--- config.mk ---
export PLATFORM = sky130hd
export DESIGN_NAME = div_iter
export DESIGN_NICKNAME = d
export VERILOG_FILES = /design/src/rtl/div_iter_pkg.sv /design/src/rtl/div_sign_fix.sv /design/src/rtl/div_iter.sv
export SDC_FILE = /design/constraint.sdc
export NUM_CORES = 1
export LEC_CHECK = 0
export ABC_AREA = 1
export CAP_MARGIN = 0
export CORE_UTILIZATION = 40
export DETAILED_ROUTE_END_ITERATION = 16
export PLACE_DENSITY = 0.6
export SKIP_LAST_GASP = 1
export SYNTH_ARGS = -nofsm -noshare
export SYNTH_HDL_FRONTEND = slang
export SYNTH_SLANG_ARGS = --single-unit
--- constraint.sdc ---
create_clock -name clk -period 14.4 [get_ports clk]
set_input_delay 2.16 -clock clk [delete_from_list [all_inputs] [get_ports clk]]
set_output_delay 2.16 -clock clk [all_outputs]
set_load 0.02 [all_outputs]
--- src/rtl/div_iter_pkg.sv ---
// -----------------------------------------------------------------------------
// div_iter_pkg
// Shared definitions for the iterative divider: FSM state encoding and the
// handshake level constants used by the EX-stage divide interface.
// -----------------------------------------------------------------------------
package div_iter_pkg;

  // DivByZero is only reachable when DIV_ZERO_FASTPATH_EN is defined.
  typedef enum logic [1:0] {
    DivFree   = 2'b00,
    DivByZero = 2'b01,
    DivOn     = 2'b10,
    DivEnd    = 2'b11
  } div_state_e;

  localparam logic DivStart          = 1'b1;
  localparam logic DivStop           = 1'b0;
  localparam logic DivResultReady    = 1'b1;
  localparam logic DivResultNotReady = 1'b0;

endpackage

--- src/rtl/div_sign_fix.sv ---
// -----------------------------------------------------------------------------
// div_sign_fix
// Purely combinational two's-complement conditional negation of an operand
// pair. Used on entry to take absolute values of dividend/divisor and on exit
// to restore the signs of remainder/quotient.
// Ports:
//   a_i / neg_a_i -> a_o : a_o = neg_a_i ? -a_i : a_i
//   b_i / neg_b_i -> b_o : b_o = neg_b_i ? -b_i : b_i
// -----------------------------------------------------------------------------
module div_sign_fix #(
  parameter int WIDTH = 32
) (
  input  logic [WIDTH-1:0] a_i,
  input  logic             neg_a_i,
  input  logic [WIDTH-1:0] b_i,
  input  logic             neg_b_i,
  output logic [WIDTH-1:0] a_o,
  output logic [WIDTH-1:0] b_o
);

  localparam logic [WIDTH-1:0] ONE = WIDTH'(1);

  assign a_o = neg_a_i ? (~a_i + ONE) : a_i;
  assign b_o = neg_b_i ? (~b_i + ONE) : b_i;

endmodule

--- src/rtl/div_iter.sv ---
// -----------------------------------------------------------------------------
// div_iter
// Multi-cycle radix-2 restoring divider, responder side of the EX-stage
// divide handshake. EX holds start_i until ready_o, then drops it.
// Ports:
//   clk, rst          clock, asynchronous active-high reset
//   signed_div_i      1 = DIV (signed), 0 = DIVU; sampled with start
//   opdata1_i         dividend; sampled with start
//   opdata2_i         divisor;  sampled with start
//   start_i           request level, held until ready_o seen
//   annul_i           abort the operation in progress
//   result_o          {remainder, quotient}; zero unless ready_o
//   ready_o           registered result-valid
// Configuration macro:
//   DIV_ZERO_FASTPATH_EN  zero divisor skips the iterations and answers one
//                         cycle after the start sample.
// -----------------------------------------------------------------------------
module div_iter
  import div_iter_pkg::*;
#(
  parameter int WIDTH = 32
) (
  input  logic               clk,
  input  logic               rst,
  input  logic               signed_div_i,
  input  logic [WIDTH-1:0]   opdata1_i,
  input  logic [WIDTH-1:0]   opdata2_i,
  input  logic               start_i,
  input  logic               annul_i,
  output logic [2*WIDTH-1:0] result_o,
  output logic               ready_o
);

  localparam int CNT_W = $clog2(WIDTH) + 1;
  localparam logic [CNT_W-1:0] LAST_CNT = CNT_W'(WIDTH - 1);
  localparam logic [CNT_W-1:0] CNT_ONE  = CNT_W'(1);

  div_state_e state_q, state_d;
  logic [CNT_W-1:0]   cnt_q, cnt_d;
  logic [WIDTH-1:0]   dvd_q, dvd_d;
  logic [WIDTH-1:0]   dvs_q, dvs_d;
  // Before any iteration the partial remainder is below 2^(WIDTH-1), so its
  // top bit never needs storing; only the final remainder uses WIDTH bits.
  logic [WIDTH-2:0]   rem_q, rem_d;
  logic               signed_q, signed_d;
  logic               quot_sign_q, quot_sign_d;
  logic               rem_sign_q, rem_sign_d;
  logic               div_zero_q, div_zero_d;
  logic [2*WIDTH-1:0] result_q, result_d;
  logic               ready_q, ready_d;

  logic [WIDTH-1:0] op1_abs, op2_abs;
  logic [WIDTH-1:0] shifted;
  logic [WIDTH:0]   partial;
  logic             borrow;
  logic [WIDTH-1:0] rem_next, quot_next;
  logic [WIDTH-1:0] exit_rem_src;
  logic [WIDTH-1:0] rem_fix, quot_fix;
  logic [2*WIDTH-1:0] final_result;

  div_sign_fix #(.WIDTH(WIDTH)) u_fix_in (
    .a_i     (opdata1_i),
    .neg_a_i (signed_div_i & opdata1_i[WIDTH-1]),
    .b_i     (opdata2_i),
    .neg_b_i (signed_div_i & opdata2_i[WIDTH-1]),
    .a_o     (op1_abs),
    .b_o     (op2_abs)
  );

  // One restoring step: bring down the next dividend bit, trial-subtract,
  // keep the difference when no borrow, shift the quotient bit into dvd.
  assign shifted   = {rem_q, dvd_q[WIDTH-1]};
  assign partial   = {1'b0, shifted} - {1'b0, dvs_q};
  assign borrow    = partial[WIDTH];
  assign rem_next  = borrow ? shifted : partial[WIDTH-1:0];
  assign quot_next = {dvd_q[WIDTH-2:0], ~borrow};

  // With a zero divisor the iterations leave |dividend| in the remainder, and
  // re-applying the dividend sign reproduces the sampled dividend exactly.
  // The fast path has no iterations, so it takes |dividend| straight from dvd.
`ifdef DIV_ZERO_FASTPATH_EN
  assign exit_rem_src = (state_q == DivByZero) ? dvd_q : rem_next;
`else
  assign exit_rem_src = rem_next;
`endif

  div_sign_fix #(.WIDTH(WIDTH)) u_fix_out (
    .a_i     (exit_rem_src),
    .neg_a_i (signed_q & rem_sign_q),
    .b_i     (quot_next),
    .neg_b_i (signed_q & quot_sign_q),
    .a_o     (rem_fix),
    .b_o     (quot_fix)
  );

  assign final_result = {rem_fix, (div_zero_q ? {WIDTH{1'b1}} : quot_fix)};

  // Next-state, datapath and output logic of the divide FSM.
  always_comb begin
    state_d     = state_q;
    cnt_d       = cnt_q;
    dvd_d       = dvd_q;
    dvs_d       = dvs_q;
    rem_d       = rem_q;
    signed_d    = signed_q;
    quot_sign_d = quot_sign_q;
    rem_sign_d  = rem_sign_q;
    div_zero_d  = div_zero_q;
    result_d    = result_q;
    ready_d     = ready_q;

    case (state_q)
      DivFree: begin
        if (start_i == DivStart && !annul_i) begin
          dvd_d       = op1_abs;
          dvs_d       = op2_abs;
          rem_d       = '0;
          cnt_d       = '0;
          signed_d    = signed_div_i;
          quot_sign_d = opdata1_i[WIDTH-1] ^ opdata2_i[WIDTH-1];
          rem_sign_d  = opdata1_i[WIDTH-1];
          div_zero_d  = (opdata2_i == '0);
`ifdef DIV_ZERO_FASTPATH_EN
          state_d     = (opdata2_i == '0) ? DivByZero : DivOn;
`else
          state_d     = DivOn;
`endif
        end
      end

      DivByZero: begin
`ifdef DIV_ZERO_FASTPATH_EN
        if (annul_i || start_i == DivStop) begin
          state_d = DivFree;
        end else begin
          result_d = final_result;
          ready_d  = DivResultReady;
          state_d  = DivEnd;
        end
`else
        state_d = DivFree;
`endif
      end

      DivOn: begin
        // Abort wins over a completion landing on the same edge.
        if (annul_i || start_i == DivStop) begin
          state_d = DivFree;
        end else begin
          dvd_d = quot_next;
          rem_d = rem_next[WIDTH-2:0];
          cnt_d = cnt_q + CNT_ONE;
          if (cnt_q == LAST_CNT) begin
            result_d = final_result;
            ready_d  = DivResultReady;
            state_d  = DivEnd;
          end
        end
      end

      DivEnd: begin
        if (start_i == DivStop) begin
          result_d = '0;
          ready_d  = DivResultNotReady;
          state_d  = DivFree;
        end
      end

      default: begin
        state_d = DivFree;
      end
    endcase
  end

  // State and datapath registers.
  always_ff @(posedge clk or posedge rst) begin
    if (rst) begin
      state_q     <= DivFree;
      cnt_q       <= '0;
      dvd_q       <= '0;
      dvs_q       <= '0;
      rem_q       <= '0;
      signed_q    <= 1'b0;
      quot_sign_q <= 1'b0;
      rem_sign_q  <= 1'b0;
      div_zero_q  <= 1'b0;
      result_q    <= '0;
      ready_q     <= DivResultNotReady;
    end else begin
      state_q     <= state_d;
      cnt_q       <= cnt_d;
      dvd_q       <= dvd_d;
      dvs_q       <= dvs_d;
      rem_q       <= rem_d;
      signed_q    <= signed_d;
      quot_sign_q <= quot_sign_d;
      rem_sign_q  <= rem_sign_d;
      div_zero_q  <= div_zero_d;
      result_q    <= result_d;
      ready_q     <= ready_d;
    end
  end

  assign result_o = result_q;
  assign ready_o  = ready_q;

endmodule

**After elaboration in Yosys (flattened, before gate mapping)**

Cells that the tools add are included.

- Register bits after elaboration: 172
- Bits of input ports: 69
- Output and inout bits: 65
- Logic and storage cells: 76

- Add/subtract/negate cells: 6
- Equal/unequal tests: 9
- Muxes and demuxes: 28
- Bitwise logic cells: 11
- Reductions and logical operators: 11

Operator list:

| cell | number |
|---|---|
| $mux 32 | 8 |
| $mux 64 | 3 |
| $add 32x1->32 const B | 4 |
| $not 32->32 | 4 |
| $pmux 64 s2 | 1 |
| $pmux 32 s2 | 1 |
| $mux 31 | 2 |
| $pmux 31 s2 | 1 |
| $sub 32x32->33 | 1 |
| $logic_not 32->1 | 1 |
| $mux 6 | 2 |
| $pmux 6 s2 | 1 |
| $mux 2 | 4 |
| $ne 2x2->1 const B | 4 |
| $pmux 2 s4 | 1 |
| $add 6x1->6 const B | 1 |
| $eq 6x5->1 const B | 1 |
| $reduce_and 3->1 | 2 |
| $and 1x1->1 | 4 |
| $eq 2x2->1 const B | 2 |
| $reduce_and 4->1 | 1 |
| $reduce_bool 2->1 | 2 |
| $mux 1 | 3 |
| $ne 3x3->1 const B | 1 |
| 9 further kinds | 10 |

**Longest topological paths before layout**

- Depth after elaboration: 9
- Mapped depth: 32
- Mapped depth without buffers: 30

**By module**

From an unflattened synthesis, not the netlist that was laid out.

- Cell total of the unflattened synthesis: 2351
- Area, all modules: 14342.5 µm²

By module, submodules not included:

| module | times used | cells each | area each (µm²) | seq. area each (µm²) |
|---|---|---|---|---|
| div_iter | 1 | 1421 | 10143.5 | 4304.1 |
| div_sign_fix | 2 | 465 | 2099.5 | 0.0 |

**Least setup slack after synthesis**

OpenSTA, ideal clock, no wires.

- Path type: input port to flip-flop
- Start: input port opdata2_i[0]
- End: register dvs_q[28]
- Setup time: 133 ps
- Arrival time: 3905 ps
- Required time: 14267 ps
- Setup slack: 10362 ps
- Cell stages on the path: 14
- Buffers on the path: 0
- Cells stage by stage: inv_1 > ha_1 > nand2_1 > nor3_1 > nand4_1 > nor2_1 > nand3_1 > nor2_1 > inv_1 > nor2_1 > nand3_1 > o21ai_0 > xor2_1 > o21ai_0

- Word-level cells in the longest chain between the ends: 3

Ends and longest elaborated chain:

| what | RTL line | text |
|---|---|---|
| start: declaration | div_iter.sv:27 | `input logic [WIDTH-1:0] opdata2_i,` |
| $not 32->32 | div_sign_fix.sv:24 | `assign b_o = neg_b_i ? (~b_i + ONE) : b_i;` |
| $add 32x1->32 | div_sign_fix.sv:24 |  |
| $mux 32 | div_sign_fix.sv:24 |  |
| end signal: assignment | div_iter.sv:193 | `dvs_q <= dvs_d;` |
| end: declaration | div_iter.sv:41 | `logic [WIDTH-1:0] dvs_q, dvs_d;` |

No other way between the ends.
A chain may end at the register's enable or synchronous reset.

**Worst setup path after layout**

- Start: register dvs_q[27]
- End: register result_q[30] (netlist: result_o[30])

- Word-level cells in the longest chain between the ends: 9

Ends and longest elaborated chain:

| what | RTL line | text |
|---|---|---|
| $sub 32x32->33 | div_iter.sv:73 | `assign partial = {1'b0, shifted} - {1'b0, dvs_q};` |
| $not 1->1 | div_iter.sv:76 | `assign quot_next = {dvd_q[WIDTH-2:0], ~borrow};` |
| $not 32->32 | div_sign_fix.sv:24 |  |
| $add 32x1->32 | div_sign_fix.sv:24 |  |
| $mux 32 | div_sign_fix.sv:24 |  |
| $mux 32 | div_iter.sv:96 | `assign final_result = {rem_fix, (div_zero_q ? {WIDTH{1'b1}} : quot_fix)};` |
| $mux 64 | div_iter.sv:153 | `if (cnt_q == LAST_CNT) begin` |
| $mux 64 | div_iter.sv:147 | `if (annul_i \|\| start_i == DivStop) begin` |
| $pmux 64 s2 | div_iter.sv:112 | `case (state_q)` |
| end signal: assignment | div_iter.sv:199 | `result_q <= result_d;` |
| end: declaration | div_iter.sv:49 | `logic [2*WIDTH-1:0] result_q, result_d;` |

No other way between the ends. The select of a mux whose other input is x is not followed.

==> results.toml <==
[routing]
drt_iter0_markers = 959
routed_wl_um = 41700
drc_errors = 0
postRouteAntennaNets = 0
first_pass_iters = 7
vias_per_cell = 5.08
route.vias.total = 13021
wire_per_inst_um = 16.3

[power]
power_switching_share = 0.382
p_comb_frac = 0.286
powerDensity_mw_per_mm2 = 96.2
leakage_nw = 7.92
peakVddDrop_uv = 86.4
pwr-share-seq = 0.375
p_sw_mw = 0.562
p_int_mw = 0.910
clkPwrFrac = 0.339

[worst_setup_path]
crit_fanout = 48
r2r-end = "result_o[30]"
worstSetupPathType = "flop to flop"
r2r_cells = 27
required_ns = 14.73
worstReg2RegStart = "dvs_q[27]"
rrSetupSlack_ns = 9.17
worstSetupStartpointType = "flop"
arrival_ns = 5.56
crit_path_end_kind = "flop"

[run]
drv_cap = 0

[cells_and_area]
area_growth_pct = 17.8
drive_above_1_share = 0.0527
finalNonFillerCells = 2563
utilization = 0.481
final_cell_mix = "617 x nand2_1, 286 x inv_1, 196 x nor2_1"
layout.nets = 2221
final_common_cell = "nand2_1"

[yosys]
synthDistinctLibCells = 50
synth_enable_flop_cells = 0
ys.flop_type = "dfrtp_1"
yosysTopAreaCellShare = 0.331
syn_inst = 2013
ys_async_sr_fraction = 1.00
synth_area_leaders = "dfrtp_1 33%, nand2_1 18%, inv_1 8.3%"
ys_seq_area_frac = 0.331
ys_seq_elements = 172
syn-cell-area_sq_mm = 0.0130
synth.largest_area_cell = "dfrtp_1"
ys_warn_count = 0
postSynthAreaPerCell_sq_um = 6.46
synth.net_count = 2120

[cts]
cts_resized = 0
ctsHoldBuffers = 0
cts_made_buffers = 17
cts_buffer_depth = 2
postCtsSetupRepairBufs = 0
cts_tree = "built"
clockRootBuffer = "clkbuf_16"
clk_latency_ns = 0.46
htreeDepth = 4
clkTransAtPathRegs_ns = 0.08
clock_sinks = 172

[min_path]
holdPathStages = 2
min_to = "result_o[58]"
holdCritStartpoint = "result_o[58]"
hp-class = "flop to flop"

[sta]
period_minus_slack_ns = 5.23
clock_skew_ns = 0.0234
fmax_mhz = 191
setup_violations = 0
drv_slew = 0
rsz0062_at_grt = "false"
hold_viol_final = 0
relSlewSlack = 0.364
hold-worst-slack_ns = 0.482
period_share = 0.363
fin_tns_setup_ns = 0
worst_slew_pin_slew_ns = 0.954

[outcome]
status = "completed"

[die]
die_w_um = 182
core.rowCount = 65
coreArea_sq_mm = 0.0318
initial_utilization = 0.409
io_pins = 134
die_h_um = 182
fp.dieArea_sq_mm = 0.0332

[placed_design]
dp_hpwl_um = 32200
dp.cells = 2530
place.port_buffers = 133
place_congestion = 0.952

[global_route]
grt_first_pass_wirelength_um = 66600
grt_pass1_vias = 12489
grt_antenna_before_repair = 0
grt_max_degree = 102
grt_overflow = 0
grt_usage = 0.257
[power by group through the flow]
stage	Combinational [mW]	Sequential, mW	Clock, mW
after floorplan	0.291	0.550	0
after global placement	0.415	0.559	0
after detailed placement	0.418	0.561	0
after CTS	0.420	0.551	0.507
after global routing	0.474	0.557	0.527
final	0.421	0.552	0.499
[cell usage after synthesis, types with 3 or more instances]
master and number:
nand2_1 617, inv_1 287, nor2_1 196, dfrtp_1 172, o21ai_0 167, nand3_1 125, a21oi_1 78, xor2_1 49
clkbuf_1 48, nor3_1 44, ha_1 37, nand4_1 22, nand2_2 18, o211ai_1 16, o21ai_1 15, o22ai_1 14
nor2_2 12, xnor2_1 10, inv_2 8, nand3_2 7, a22o_1 6, nand2_4 5, o31ai_1 5, buf_1 4
o21ai_2 4, or2_2 4, a21oi_2 3, buf_2 3, buf_6 3, nand3b_1 3, o21bai_1 3
[registers in the layout, summed over array words and instances, names as in the netlist, 2 cells and up]
register  cells
cnt_q         6
dvs_q        32
result_o     64
state_q       2
dvd_q        32
rem_q        31
[worst max-delay path, cell delays in order (launching register included)]
cell and delay, ns:
dfrtp_1 0.38, inv_1 0.16, ha_1 0.32, nand2_1 0.16, inv_1 0.05, nand2_1 0.06, nand2_1 0.06, nand2_1 0.07
nand2_1 0.08, a21oi_4 0.43, nand2_4 0.49, inv_2 0.44, ha_1 0.24, nand2_1 0.09, nor3_2 0.22, nand3_1 0.20
nor2_1 0.24, nand4_1 0.16, nor3_1 0.35, nand2_1 0.14, inv_1 0.10, nand2_1 0.05, nand2_1 0.08, inv_1 0.09
nor2_1 0.13, nor2_1 0.05, o21ai_0 0.17, nand2_1 0.07
[final cells by class]
cell class,count,area (sq um)
fill,3345,16500
multi-input combinational,1484,7300
sequential,172,4300
timing repair buffer,143,1410
inverter,296,1120
tap,435,544
clock buffer,17,425
clock inverter,15,211
antenna,1,2.50
[stage by stage]
step	total power, mW	area [sq um]	setup slack [ns]
3_3_place_gp	0.974	14700	9.04
6_report	1.47	15300	9.17
2_1_floorplan	0.841	13000	7.58
3_5_place_dp	0.978	14700	8.96
5_1_grt	1.56	15300	8.64
4_1_cts	1.48	15300	9.25
[kinds of logic (layout without fill, tap and decap cells)]
| logic type | after synthesis | after routing | synth area share |
|---|---|---|---|
| xor gates and xnor gates | 59 | 59 | 0.0398 |
| adders and majority gates | 38 | 38 | 0.0372 |
| buffers and inverters | 357 | 471 | 0.109 |
| and+or+nand+nor | 1062 | 1062 | 0.344 |
| DFF | 172 | 172 | 0.331 |
| other | 0 | 1 | 0 |
| AOI/OAI and AO/OA | 325 | 325 | 0.139 |
[layer usage]
metal	share of wire	vias up	track usage	wire length [um]
met5	0	-	0	0
met4	0.025	0	0.0787	1030
met3	0.045	55	0.0285	1880
met2	0.47	347	0.438	19800
met1	0.46	6012	0.342	19000
li1	-	6607	-	-
[worst max path at each step]
| stage | slack [ns] | cells past startpoint | startpoint | endpoint |
|---|---|---|---|---|
| after floorplan | 7.58 | 1 | rst | cnt_q[0] |
| after global placement | 9.04 | 13 | start_i | result_o[20] |
| after detailed placement | 8.96 | 14 | start_i | result_o[42] |
| after CTS | 9.25 | 27 | dvs_q[27] | result_o[30] |
| after global routing | 8.64 | 27 | dvs_q[27] | result_o[30] |
| final | 9.17 | 27 | dvs_q[27] | result_o[30] |
Note: power is estimated with default switching activity, not from simulation.
